$ cat src/rtl/arith_mon_pkg.sv
// Shared types and constants for the arithmetic sweep monitor.
// Optional feature macro: ARITH_MON_GOLDEN_EN (adds golden a*(b+c) check, widens err_mask).
package arith_mon_pkg;

    localparam int unsigned NUM_SEL = 8;
    localparam int unsigned CNT_W   = 16;
    localparam int unsigned SEL_W   = 3;
    localparam int unsigned WORD_W  = 16;
    localparam int unsigned OPND_W  = 8;

`ifdef ARITH_MON_GOLDEN_EN
    localparam int unsigned ERR_W   = 3;
`else
    localparam int unsigned ERR_W   = 2;
`endif

    // Select codes whose results must agree pairwise
    localparam logic [SEL_W-1:0] SEL_T1   = 3'd0;
    localparam logic [SEL_W-1:0] SEL_T2   = 3'd1;
    localparam logic [SEL_W-1:0] SEL_T3   = 3'd2;
    localparam logic [SEL_W-1:0] SEL_T4   = 3'd3;
    localparam logic [SEL_W-1:0] SEL_LAST = 3'd7;

    typedef enum logic [1:0] {
        ST_IDLE,
        ST_SWEEP,
        ST_CHECK,
        ST_EMIT
    } state_t;

endpackage

$ cat src/rtl/arith_mon_if.sv
// Operand, datapath, result and error signals of the sweep monitor.
// err_mask width follows ARITH_MON_GOLDEN_EN through ERR_W.
interface arith_mon_if;
    import arith_mon_pkg::*;

    logic                 in_valid;
    logic                 in_ready;
    logic [OPND_W-1:0]    in_a, in_b, in_c, in_d, in_e;
    logic [OPND_W-1:0]    du_a, du_b, du_c, du_d, du_e;
    logic [SEL_W-1:0]     du_sel;
    logic [WORD_W-1:0]    du_y;
    logic                 res_valid;
    logic                 res_ready;
    logic [WORD_W-1:0]    res_word;
    logic [SEL_W-1:0]     res_sel;
    logic                 res_last;
    logic                 err_pulse;
    logic [ERR_W-1:0]     err_mask;
    logic [CNT_W-1:0]     err_count;

    // Monitor side
    modport master (
        input  in_valid, in_a, in_b, in_c, in_d, in_e, du_y, res_ready,
        output in_ready, du_a, du_b, du_c, du_d, du_e, du_sel,
               res_valid, res_word, res_sel, res_last,
               err_pulse, err_mask, err_count
    );

    // Environment side: operand source, datapath and result sink
    modport slave (
        output in_valid, in_a, in_b, in_c, in_d, in_e, du_y, res_ready,
        input  in_ready, du_a, du_b, du_c, du_d, du_e, du_sel,
               res_valid, res_word, res_sel, res_last,
               err_pulse, err_mask, err_count
    );

endinterface

$ cat src/rtl/arith_mon_buf.sv
// 8x16 capture buffer: write by select code, combinational read by index,
// plus fixed taps on the four identity words.
module arith_mon_buf
    import arith_mon_pkg::*;
(
    input  logic                           clk,
    input  logic                           i_wr_en,
    input  logic [SEL_W-1:0]               i_wr_sel,
    input  logic [WORD_W-1:0]              i_wr_data,
    input  logic [SEL_W-1:0]               i_rd_idx,
    output logic [WORD_W-1:0]              o_rd_data,
    output logic [3:0][WORD_W-1:0]         o_taps
);

    logic [WORD_W-1:0] r_mem [NUM_SEL];

    // Capture storage; contents are don't-care after reset
    always_ff @(posedge clk) begin
        if (i_wr_en) begin
            r_mem[i_wr_sel] <= i_wr_data;
        end
    end

    // Read ports
    always_comb begin
        o_rd_data = r_mem[i_rd_idx];
        o_taps[0] = r_mem[SEL_T1];
        o_taps[1] = r_mem[SEL_T2];
        o_taps[2] = r_mem[SEL_T3];
        o_taps[3] = r_mem[SEL_T4];
    end

endmodule

$ cat src/rtl/arith_sweep_monitor.sv
// Sweeps the datapath select over all codes for each operand set, checks the
// algebraic identities, then streams captured words out.
// Optional feature macro: ARITH_MON_GOLDEN_EN (golden a*(b+c) compare on word 0).
module arith_sweep_monitor
    import arith_mon_pkg::*;
(
    input  logic        clk,
    input  logic        rst_n,
    arith_mon_if.master bus
);

    state_t                r_state, w_nxt_state;
    logic                  r_in_ready, w_nxt_in_ready;
    logic [OPND_W-1:0]     r_du_a, r_du_b, r_du_c, r_du_d, r_du_e;
    logic [OPND_W-1:0]     w_nxt_du_a, w_nxt_du_b, w_nxt_du_c, w_nxt_du_d, w_nxt_du_e;
    logic [SEL_W-1:0]      r_du_sel, w_nxt_du_sel;
    logic                  r_res_valid, w_nxt_res_valid;
    logic [WORD_W-1:0]     r_res_word, w_nxt_res_word;
    logic [SEL_W-1:0]      r_res_sel, w_nxt_res_sel;
    logic                  r_res_last, w_nxt_res_last;
    logic                  r_err_pulse, w_nxt_err_pulse;
    logic [ERR_W-1:0]      r_err_mask, w_nxt_err_mask;
    logic [CNT_W-1:0]      r_err_count, w_nxt_err_count;

    logic                  w_wr_en;
    logic [SEL_W-1:0]      w_rd_idx;
    logic [WORD_W-1:0]     w_rd_data;
    logic [3:0][WORD_W-1:0] w_taps;
    logic [ERR_W-1:0]      w_mask;

    arith_mon_buf u_buf (
        .clk       (clk),
        .i_wr_en   (w_wr_en),
        .i_wr_sel  (r_du_sel),
        .i_wr_data (bus.du_y),
        .i_rd_idx  (w_rd_idx),
        .o_rd_data (w_rd_data),
        .o_taps    (w_taps)
    );

    // Buffer read index: word 0 when entering emit, otherwise the next word
    always_comb begin
        w_rd_idx = r_res_sel + 3'd1;
        if (r_state == ST_CHECK) begin
            w_rd_idx = SEL_T1;
        end
    end

`ifdef ARITH_MON_GOLDEN_EN
    logic [WORD_W-1:0] w_golden;

    // Golden a*(b+c) from the latched operands, modulo 2^16
    always_comb begin
        w_golden = WORD_W'(r_du_a) * (WORD_W'(r_du_b) + WORD_W'(r_du_c));
    end
`endif

    // Identity comparators; taps 0..3 are complete once sel 7 is being captured
    always_comb begin
        w_mask    = '0;
        w_mask[0] = (w_taps[0] != w_taps[1]);
        w_mask[1] = (w_taps[2] != w_taps[3]);
`ifdef ARITH_MON_GOLDEN_EN
        w_mask[2] = (w_taps[0] != w_golden);
`endif
    end

    // State and registered outputs
    always_ff @(posedge clk or negedge rst_n) begin
        if (!rst_n) begin
            r_state     <= ST_IDLE;
            r_in_ready  <= 1'b1;
            r_du_a      <= '0;
            r_du_b      <= '0;
            r_du_c      <= '0;
            r_du_d      <= '0;
            r_du_e      <= '0;
            r_du_sel    <= '0;
            r_res_valid <= 1'b0;
            r_res_word  <= '0;
            r_res_sel   <= '0;
            r_res_last  <= 1'b0;
            r_err_pulse <= 1'b0;
            r_err_mask  <= '0;
            r_err_count <= '0;
        end else begin
            r_state     <= w_nxt_state;
            r_in_ready  <= w_nxt_in_ready;
            r_du_a      <= w_nxt_du_a;
            r_du_b      <= w_nxt_du_b;
            r_du_c      <= w_nxt_du_c;
            r_du_d      <= w_nxt_du_d;
            r_du_e      <= w_nxt_du_e;
            r_du_sel    <= w_nxt_du_sel;
            r_res_valid <= w_nxt_res_valid;
            r_res_word  <= w_nxt_res_word;
            r_res_sel   <= w_nxt_res_sel;
            r_res_last  <= w_nxt_res_last;
            r_err_pulse <= w_nxt_err_pulse;
            r_err_mask  <= w_nxt_err_mask;
            r_err_count <= w_nxt_err_count;
        end
    end

    // Next state and next register values; the check result is registered on
    // the final sweep edge so err_pulse and err_mask are visible in CHECK
    always_comb begin
        w_nxt_state     = r_state;
        w_nxt_in_ready  = r_in_ready;
        w_nxt_du_a      = r_du_a;
        w_nxt_du_b      = r_du_b;
        w_nxt_du_c      = r_du_c;
        w_nxt_du_d      = r_du_d;
        w_nxt_du_e      = r_du_e;
        w_nxt_du_sel    = r_du_sel;
        w_nxt_res_valid = r_res_valid;
        w_nxt_res_word  = r_res_word;
        w_nxt_res_sel   = r_res_sel;
        w_nxt_res_last  = r_res_last;
        w_nxt_err_pulse = 1'b0;
        w_nxt_err_mask  = r_err_mask;
        w_nxt_err_count = r_err_count;
        w_wr_en         = 1'b0;

        case (r_state)
            ST_IDLE: begin
                if (bus.in_valid && r_in_ready) begin
                    w_nxt_du_a     = bus.in_a;
                    w_nxt_du_b     = bus.in_b;
                    w_nxt_du_c     = bus.in_c;
                    w_nxt_du_d     = bus.in_d;
                    w_nxt_du_e     = bus.in_e;
                    w_nxt_du_sel   = '0;
                    w_nxt_in_ready = 1'b0;
                    w_nxt_state    = ST_SWEEP;
                end
            end
            ST_SWEEP: begin
                w_wr_en      = 1'b1;
                w_nxt_du_sel = r_du_sel + 3'd1;
                if (r_du_sel == SEL_LAST) begin
                    w_nxt_state     = ST_CHECK;
                    w_nxt_err_mask  = w_mask;
                    w_nxt_err_pulse = |w_mask;
                    if ((|w_mask) && (r_err_count != {CNT_W{1'b1}})) begin
                        w_nxt_err_count = r_err_count + CNT_W'(1);
                    end
                end
            end
            ST_CHECK: begin
                w_nxt_res_valid = 1'b1;
                w_nxt_res_word  = w_rd_data;
                w_nxt_res_sel   = SEL_T1;
                w_nxt_res_last  = 1'b0;
                w_nxt_state     = ST_EMIT;
            end
            ST_EMIT: begin
                if (bus.res_ready) begin
                    if (r_res_sel == SEL_LAST) begin
                        w_nxt_res_valid = 1'b0;
                        w_nxt_res_last  = 1'b0;
                        w_nxt_in_ready  = 1'b1;
                        w_nxt_state     = ST_IDLE;
                    end else begin
                        w_nxt_res_word  = w_rd_data;
                        w_nxt_res_sel   = w_rd_idx;
                        w_nxt_res_last  = (w_rd_idx == SEL_LAST);
                    end
                end
            end
            default: begin
                w_nxt_state = ST_IDLE;
            end
        endcase
    end

    assign bus.in_ready  = r_in_ready;
    assign bus.du_a      = r_du_a;
    assign bus.du_b      = r_du_b;
    assign bus.du_c      = r_du_c;
    assign bus.du_d      = r_du_d;
    assign bus.du_e      = r_du_e;
    assign bus.du_sel    = r_du_sel;
    assign bus.res_valid = r_res_valid;
    assign bus.res_word  = r_res_word;
    assign bus.res_sel   = r_res_sel;
    assign bus.res_last  = r_res_last;
    assign bus.err_pulse = r_err_pulse;
    assign bus.err_mask  = r_err_mask;
    assign bus.err_count = r_err_count;

endmodule

$ cat src/flat_wrapper.sv
// flat-port wrapper written by rule: the top's interface ports become plain ports
module arith_sweep_monitor_flat import arith_mon_pkg::*;
  (clk, rst_n, bus_in_valid, bus_in_a, bus_in_b, bus_in_c, bus_in_d, bus_in_e, bus_du_y, bus_res_ready, bus_in_ready, bus_du_a, bus_du_b, bus_du_c, bus_du_d, bus_du_e, bus_du_sel, bus_res_valid, bus_res_word, bus_res_sel, bus_res_last, bus_err_pulse, bus_err_mask, bus_err_count);
  arith_mon_if bus_i ();
  input  logic clk;
  input  logic rst_n;
  input wire logic [$bits(bus_i.in_valid)-1:0] bus_in_valid;
  input wire logic [$bits(bus_i.in_a)-1:0] bus_in_a;
  input wire logic [$bits(bus_i.in_b)-1:0] bus_in_b;
  input wire logic [$bits(bus_i.in_c)-1:0] bus_in_c;
  input wire logic [$bits(bus_i.in_d)-1:0] bus_in_d;
  input wire logic [$bits(bus_i.in_e)-1:0] bus_in_e;
  input wire logic [$bits(bus_i.du_y)-1:0] bus_du_y;
  input wire logic [$bits(bus_i.res_ready)-1:0] bus_res_ready;
  output wire logic [$bits(bus_i.in_ready)-1:0] bus_in_ready;
  output wire logic [$bits(bus_i.du_a)-1:0] bus_du_a;
  output wire logic [$bits(bus_i.du_b)-1:0] bus_du_b;
  output wire logic [$bits(bus_i.du_c)-1:0] bus_du_c;
  output wire logic [$bits(bus_i.du_d)-1:0] bus_du_d;
  output wire logic [$bits(bus_i.du_e)-1:0] bus_du_e;
  output wire logic [$bits(bus_i.du_sel)-1:0] bus_du_sel;
  output wire logic [$bits(bus_i.res_valid)-1:0] bus_res_valid;
  output wire logic [$bits(bus_i.res_word)-1:0] bus_res_word;
  output wire logic [$bits(bus_i.res_sel)-1:0] bus_res_sel;
  output wire logic [$bits(bus_i.res_last)-1:0] bus_res_last;
  output wire logic [$bits(bus_i.err_pulse)-1:0] bus_err_pulse;
  output wire logic [$bits(bus_i.err_mask)-1:0] bus_err_mask;
  output wire logic [$bits(bus_i.err_count)-1:0] bus_err_count;
  assign bus_i.in_valid = bus_in_valid;
  assign bus_i.in_a = bus_in_a;
  assign bus_i.in_b = bus_in_b;
  assign bus_i.in_c = bus_in_c;
  assign bus_i.in_d = bus_in_d;
  assign bus_i.in_e = bus_in_e;
  assign bus_i.du_y = bus_du_y;
  assign bus_i.res_ready = bus_res_ready;
  assign bus_in_ready = bus_i.in_ready;
  assign bus_du_a = bus_i.du_a;
  assign bus_du_b = bus_i.du_b;
  assign bus_du_c = bus_i.du_c;
  assign bus_du_d = bus_i.du_d;
  assign bus_du_e = bus_i.du_e;
  assign bus_du_sel = bus_i.du_sel;
  assign bus_res_valid = bus_i.res_valid;
  assign bus_res_word = bus_i.res_word;
  assign bus_res_sel = bus_i.res_sel;
  assign bus_res_last = bus_i.res_last;
  assign bus_err_pulse = bus_i.err_pulse;
  assign bus_err_mask = bus_i.err_mask;
  assign bus_err_count = bus_i.err_count;
  arith_sweep_monitor u_core (.clk(clk), .rst_n(rst_n), .bus(bus_i));
endmodule
$ cat config.mk
export PLATFORM = sky130hd
export DESIGN_NAME = arith_sweep_monitor_flat
export DESIGN_NICKNAME = d
export VERILOG_FILES = /design/src/rtl/arith_mon_pkg.sv /design/src/rtl/arith_mon_if.sv /design/src/rtl/arith_mon_buf.sv /design/src/rtl/arith_sweep_monitor.sv /design/src/flat_wrapper.sv
export SDC_FILE = /design/constraint.sdc
export NUM_CORES = 1
export LEC_CHECK = 0
export ABC_AREA = 0
export CORE_AREA = 10 10 203 205
export CTS_BUF_LIST = sky130_fd_sc_hd__clkbuf_8 sky130_fd_sc_hd__clkbuf_16
export CTS_CLUSTER_SIZE = 20
export DETAILED_ROUTE_END_ITERATION = 16
export DIE_AREA = 0 0 213 215
export DONT_BUFFER_PORTS = 1
export PLACE_DENSITY_LB_ADDON = 0.25
export SLEW_MARGIN = 40
export SYNTH_ARGS = -nofsm -noshare
export SYNTH_HDL_FRONTEND = slang
export SYNTH_SLANG_ARGS = --single-unit
$ cat constraint.sdc
create_clock -name clk -period 2.9 [get_ports clk]
set_input_delay 0.58 -clock clk [delete_from_list [all_inputs] [get_ports clk]]
set_output_delay 0.58 -clock clk [all_outputs]
set_load 0.005 [all_outputs]
Word level (Yosys, flattened, before mapping)
Memories as Yosys holds them, arrays and structs flattened. Cells that the tools add are included.

Memories: 1. Bits in writable memories: 128. Bits of input ports: 60. Bits in registers: 86. Word-level logic and storage cells: 78. Output and inout bits: 84.

Memories: u_core.u_buf.r_mem (words 8, width 16, read ports 5, clocked after Yosys merged registers in 0, wr ports 1, RTL line arith_mon_buf.sv:15) `logic [WORD_W-1:0] r_mem [NUM_SEL];`.

Mux-type cells: 29. Reductions and logical operators: 16. Equal/unequal tests: 14. Add/sub/neg operators: 3.

Operators by type and width (count): $mux W16 (2); $ne A16 B16 Y1 (2); $pmux W16 S2 (1); $add A16 B1 Y16 const B (1); $ne A16 B16 Y1 const B (1); $mux W1 (12); $mux W3 (4); $pmux W3 S2 (2); $eq A3 B3 Y1 const B (3); $reduce_and A3 Y1 (3); $mux W2 (4); $pmux W2 S4 (1); $reduce_and A2 Y1 (4); $reduce_and A4 Y1 (2); $add A3 B1 Y3 const B (2); $ne A2 B1 Y1 const B (3); $pmux W1 S2 (3); $reduce_bool A2 Y1 (3); $eq A2 B2 Y1 const B (2); $ne A2 B2 Y1 const B (2); $eq A2 B1 Y1 const B (1); $logic_and A1 B1 Y1 (2); $logic_not A2 Y1 (1); $reduce_or A2 Y1 (1).

Depth between registers and ports, before layout
Word-level depth: 6. Mapped depth: 10. Gate-level depth less buffers: 7.

Modules after synthesis
From an unflattened synthesis, not the netlist that was laid out.

Cell total of the unflattened synthesis: 511. Area, all modules: 8967.4 um^2.

Modules (own cells, without submodules): arith_mon_buf (area each 4973.5 um^2, sequential area each 3843.7 um^2, instances 1, cells an instance 198); arith_sweep_monitor (area each 3993.8 um^2, sequential area each 2153.3 um^2, instances 1, cells an instance 313).

Worst setup path after synthesis
OpenSTA, ideal clock, no wires.

Path type: register to register. From: register u_core.r_state[1]. To: memory u_core.u_buf.r_mem[1][0] (enable). Setup time: 0.409 ns. Arrival: 2.282 ns. Period minus slack after synthesis: 2.692 ns. Cell stages (with the launch flop): 6. Data required time: 2.491 ns. Setup slack: 0.208 ns. Path buffers: 1. Cells stage by stage: dfrtp_1 inv_1 ha_1 clkbuf_1 nand2_1 nor3_1.

Word-level cells in the longest chain between the ends: 4.

Ends and longest elaborated chain: from (decl) (RTL line arith_sweep_monitor.sv:12) `state_t r_state, w_nxt_state;`; from (signal assigned) (RTL line arith_sweep_monitor.sv:87) `r_state <= w_nxt_state;`; $eq A2 B1 Y1 (RTL line arith_sweep_monitor.sv:125) `case (r_state)`; $mux W1 (RTL line arith_sweep_monitor.sv:125); $mux W1 (RTL line arith_mon_buf.sv:19) `if (i_wr_en) begin`; $mux W1 (implied by the code) (RTL line arith_mon_buf.sv:20) `r_mem[i_wr_sel] <= i_wr_data;`; to (decl) (RTL line arith_mon_buf.sv:15).

No other way between the ends.

Worst setup path in the final report
From: register u_core.r_err_count[7], in the netlist u_core.bus.err_count[7]. To: register u_core.r_err_count[1], in the netlist u_core.bus.err_count[1].

Word-level cells in the longest chain between the ends: 3.

Ends and longest elaborated chain: from (decl) (RTL line arith_sweep_monitor.sv:23) `logic [CNT_W-1:0] r_err_count, w_nxt_err_count;`; from (signal assigned) (RTL line arith_sweep_monitor.sv:101) `r_err_count <= w_nxt_err_count;`; $ne A16 B16 Y1 (RTL line arith_sweep_monitor.sv:145) `if ((|w_mask) && (r_err_count != {CNT_W{1'b1}})) begin`; $logic_and A1 B1 Y1 (RTL line arith_sweep_monitor.sv:145); $reduce_and A3 Y1 (no source line).

No other way between the ends. A chain may end at the register's enable or synchronous reset.

==> results <==
- The final net count is 722.
- Global routing used 10.16% of the available tracks.
- Counting every net in the synthesized netlist gives 701.
- The transition time at the pin with the least slew margin is 0.7060 ns.
- The mean post-synth cell area is 14.00 um2.
- The number of DRC violations after detailed routing is 0.
- The TritonCTS clock tree is done.
- The clock period minus final worst setup slack is 2.330 ns.
- TritonCTS created 26 clock buffers.
- The total power is 6386 uW.
- For the worst-skew pair, the clock arrives at the later sink with an insertion delay of 0.54 ns.
- The HPWL reported at the end of detailed placement is 16070 um.
- The largest net degree at the start of global routing is 87.
- The synthesized netlist contains 44 unique library cells.
- The most critical setup path has its startpoint at u_core.bus.err_count[7].
- In this run the static leakage power is 0.003987 uW.
- The leading cell type in the layout, fill and taps excluded is sky130_fd_sc_hd__edfxtp_1.
- The library cell with the largest summed area after synthesis is sky130_fd_sc_hd__edfxtp_1.
- The worst hold slack after final layout is 0.1347 ns.
- The detailed router placed 5227 vias in this run.
- The worst slew margin relative to its limit is 52.82%.
- The number of global-route vias before repair is 5124.
- The floorplan die height is 215 um.
- The setup total negative slack is 0 ns.
- Counting stages on the worst path, the most repeated cell is sky130_fd_sc_hd__and4_1.
- The classification of the worst-slack hold path is in2reg.
- The number of max-slew violations in the final report was 0.
- The multiplexer share of the synthesized area is 7.467%.
- Synthesis produced 632 cells.
- After synthesis the netlist holds a flip-flop and latch count of 214.
- Power spread over the standard cell area amounts to 612.2 mW/mm2.
- The top fanout value on the critical path is 15.
- The worst register-to-register path begins at u_core.bus.err_count[7].
- The count of nets left with antenna violations after detail routing is 0.
- The clock sink total is 214.
- The detailed router finished its first iteration with 333 violations.
- STA classifies the critical path startpoint as a flop.
- Leaving out fill and tap cells, the most frequent cells in the layout are sky130_fd_sc_hd__edfxtp_1 (128), sky130_fd_sc_hd__dfrtp_1 (85), sky130_fd_sc_hd__nand2_1 (67).
- The compound-cell area share of the yosys netlist is 8.542%.
- STA classifies the critical path endpoint as a flop.
- The maximum count of clock buffers along a single path is 3.
- The non-filler instance count after layout is 1147.
- In this run the core area contains 71 standard-cell rows.
- The critical path goes through and4_1, and4_1, nand2_1, o311ai_4, nor2_2, mux2_1.
- The type of the setup path with the least slack is reg2reg.
- The root buffer cell chosen for the clock tree is sky130_fd_sc_hd__clkbuf_16.
- The number of inserted diodes is 0.
- The placed instance count is 1097.
- Routability-driven placement finished with a final weighted congestion of 0.7260.
- The combinational family with the most area after synthesis is compound AO/OA/AOI/OAI gates.
- By area the synthesized netlist is led by sky130_fd_sc_hd__edfxtp_1 (43%), sky130_fd_sc_hd__dfrtp_1 (24%), sky130_fd_sc_hd__mux2_2 (7.0%).
- The number of placed I/O pins is 144.
- The leftover overflow at the end of global routing is 0.
- Derived from the worst setup path, the maximum achievable clock frequency is 429.1 MHz.
- For this block, the routed nets add up to 24070 um of wire.
- The final period utilization is 80.35%.
- Once the clock tree was built, the setup fixing pass inserted 0 buffers.
- Max-cap violations in this run came to 0.
- The pre-antenna-repair detailed-routing pass consisted of 4 iterations.
- The flow ran to the end, and the final reports show no timing, DRC or antenna violations.
- During synthesis, Yosys emitted a total of 0 warnings.
- The hold violation count in the final report was 0.
- The layout overhead on the synthesized area is 17.90%.
- The worst ir drop on vdd is 0.4469 mV.
- The combined area of the multi-input logic cells is 0.002708 mm2.
- Setup violations remaining at the end of the flow were counted as 0.
- Setup repair after global routing left no endpoint under its margin.
- After synthesis, flip-flops and latches occupy 67.78% of the total area.
- The count of input and output buffers is 0.
- The area of all sequential standard cells is 0.005997 mm2.
- The layout has 3767 filler cells.
- The effective utilization at floorplan is 23.77%.
- The endpoint arrival time on the critical path is 2.74 ns.
- Using the TritonRoute via totals, the vias-per-cell ratio works out to 4.557.
- The initial antenna violation count is 1.
- The die covers 0.04580 mm2.
- After Yosys synthesis, full adders, half adders and majority gates account for 1.273% of the synthesized area.
- The synthesized netlist occupies a cell area of 0.008847 mm2.
- Of the cells placed in the final design, the portion with a size suffix greater than 1 is 18.57%.
- The die is 213 um wide.
- At the worst endpoint, the required time is 3.31 ns.
- The fraction of synthesized cell area in xor and xnor cells is 4.752%.
- The core region is 0.03722 mm2.
- The first global-routing pass estimated 35170 um of wire.
- The detail-routed net length per standard cell is 20.98 um.
- The simple-gate portion of the synthesized area is 8.245%.
- For this run, the slowest stage of the critical path takes 0.66 ns.
- The library cell contributing the largest single delay on the critical path is sky130_fd_sc_hd__o311ai_4.
- The worst hold path begins at bus_du_y[5].
- In this run the biggest area consumer among cell types represents 43.45% of the synthesized area.
- CTS built an H-tree with a depth of 1.
- For the final database, setup skew stands at 0.009000 ns.
- Clock-pin slew was measured on the worst setup and hold paths at 0.06 ns.
-- report_power, final --
| group | internal [uW] | total (uW) | switching [uW] | leakage [uW] |
|---|---|---|---|---|
| registers | 3240 | 3240 | 0 | 0.00233 |
| logic | 6.16 | 33.6 | 27.5 | 0.00121 |
| clock network | 1850 | 3120 | 1260 | 0.000453 |
-- state kept, by name, indices dropped and copies added, names as in the netlist --
name and cells:
u_core.bus.du_c 8, u_core.bus.res_sel 3, u_core.bus.du_a 8, u_core.r_state 2, u_core.bus.res_word 16, u_core.bus.err_count 16
u_core.bus.err_mask 2, u_core.bus.du_b 8, u_core.bus.res_valid 1, u_core.u_buf.r_mem 128, u_core.bus.res_last 1, u_core.bus.du_d 8
u_core.bus.du_sel 3, u_core.bus.in_ready 1, u_core.bus.du_e 8, u_core.bus.err_pulse 1
-- Yosys cell counts (all sizes together) --
cell	number
ha	9
a21oi	18
inv	6
and4	2
nand2	67
nand3	9
clkbuf	25
nor3b	1
nor4	10
a32o	15
clkinv	1
dfrtp	85
xnor2	33
a31oi	4
a211oi	2
a221oi	16
o311ai	1
o211ai	2
nor2b	7
o22ai	16
edfxtp	128
mux2i	3
a32oi	1
nand2b	5
dfstp	1
mux2	56
or2	2
nand4	12
nor3	5
and2	3
nor2	30
buf	10
o31ai	15
nor4b	2
xor2	15
o21bai	1
o21ai	13
or3	1
-- layer usage --
layer | vias up | GRT usage (%) | routed length [um]
met4 | 2 | 2.571 | 507
li1 | 2421 | - | -
met2 | 175 | 15.14 | 10360
met3 | 33 | 3.755 | 2174
met5 | - | 0 | 19
met1 | 2596 | 13.59 | 11010
-- per-stage QoR --
step | util [%] | instance area [um2] | setup WS, ns
5_1_grt | 28.02 | 10430 | 0.4464
6_report | 28.02 | 10430 | 0.5697
2_1_floorplan | - | 8847 | 0.2085
4_1_cts | 28.02 | 10430 | 0.5411
3_5_place_dp | 25.70 | 9564 | 0.5372
3_3_place_gp | 25.65 | 9547 | 0.5018
-- timing repair --
item                      CTS  global route
resized for setup           0             0
hold buffers                2             0
hold endpoints to repair   86             0
-- critical path: cells and delay by family, from the launching register on --
| family | cells | cell delay (ns) |
|---|---|---|
| AOI/OAI and AO/OA | 1 | 0.66 |
| DFF | 1 | 0.47 |
| and+or+nand+nor | 4 | 0.73 |
| muxes | 1 | 0.34 |
-- final cells by class --
cell class / count / share of cell area, %
clock buffers: 28 / 6.501
repair buffers: 28 / 2.663
clock inverters: 20 / 1.451
well taps: 474 / 5.685
multi-input cells: 376 / 25.96
flip-flops and latches: 214 / 57.49
inverters: 7 / 0.2519
-- worst paths after layout --
| path | slack (ns) | depth (start not counted) | to |
|---|---|---|---|
| worst max-delay path | 0.57 | 6 | u_core.bus.err_count[1] |
| worst min-delay path | 0.13 | 0 | u_core.u_buf.r_mem[7][5] |
| worst max register to register | 0.57 | 6 | u_core.bus.err_count[1] |
| worst min register to register | 0.52 | 1 | u_core.bus.err_count[6] |
| max in group asynchronous | 1.88 | 2 | u_core.bus.res_word[13] |
| min in group asynchronous | 0.62 | 2 | u_core.bus.err_count[15] |
-- logic make-up (layout without fill, tap and decap cells) --
| family | count (synthesis) | in the layout |
|---|---|---|
| AOI/OAI and AO/OA | 104 | 104 |
| xor gates and xnor gates | 48 | 48 |
| DFF | 214 | 214 |
| buffers and inverters | 42 | 83 |
| muxes | 59 | 59 |
| and+or+nand+nor | 156 | 156 |
| adders and majority gates | 9 | 9 |
(Power assumes the default switching activity.)
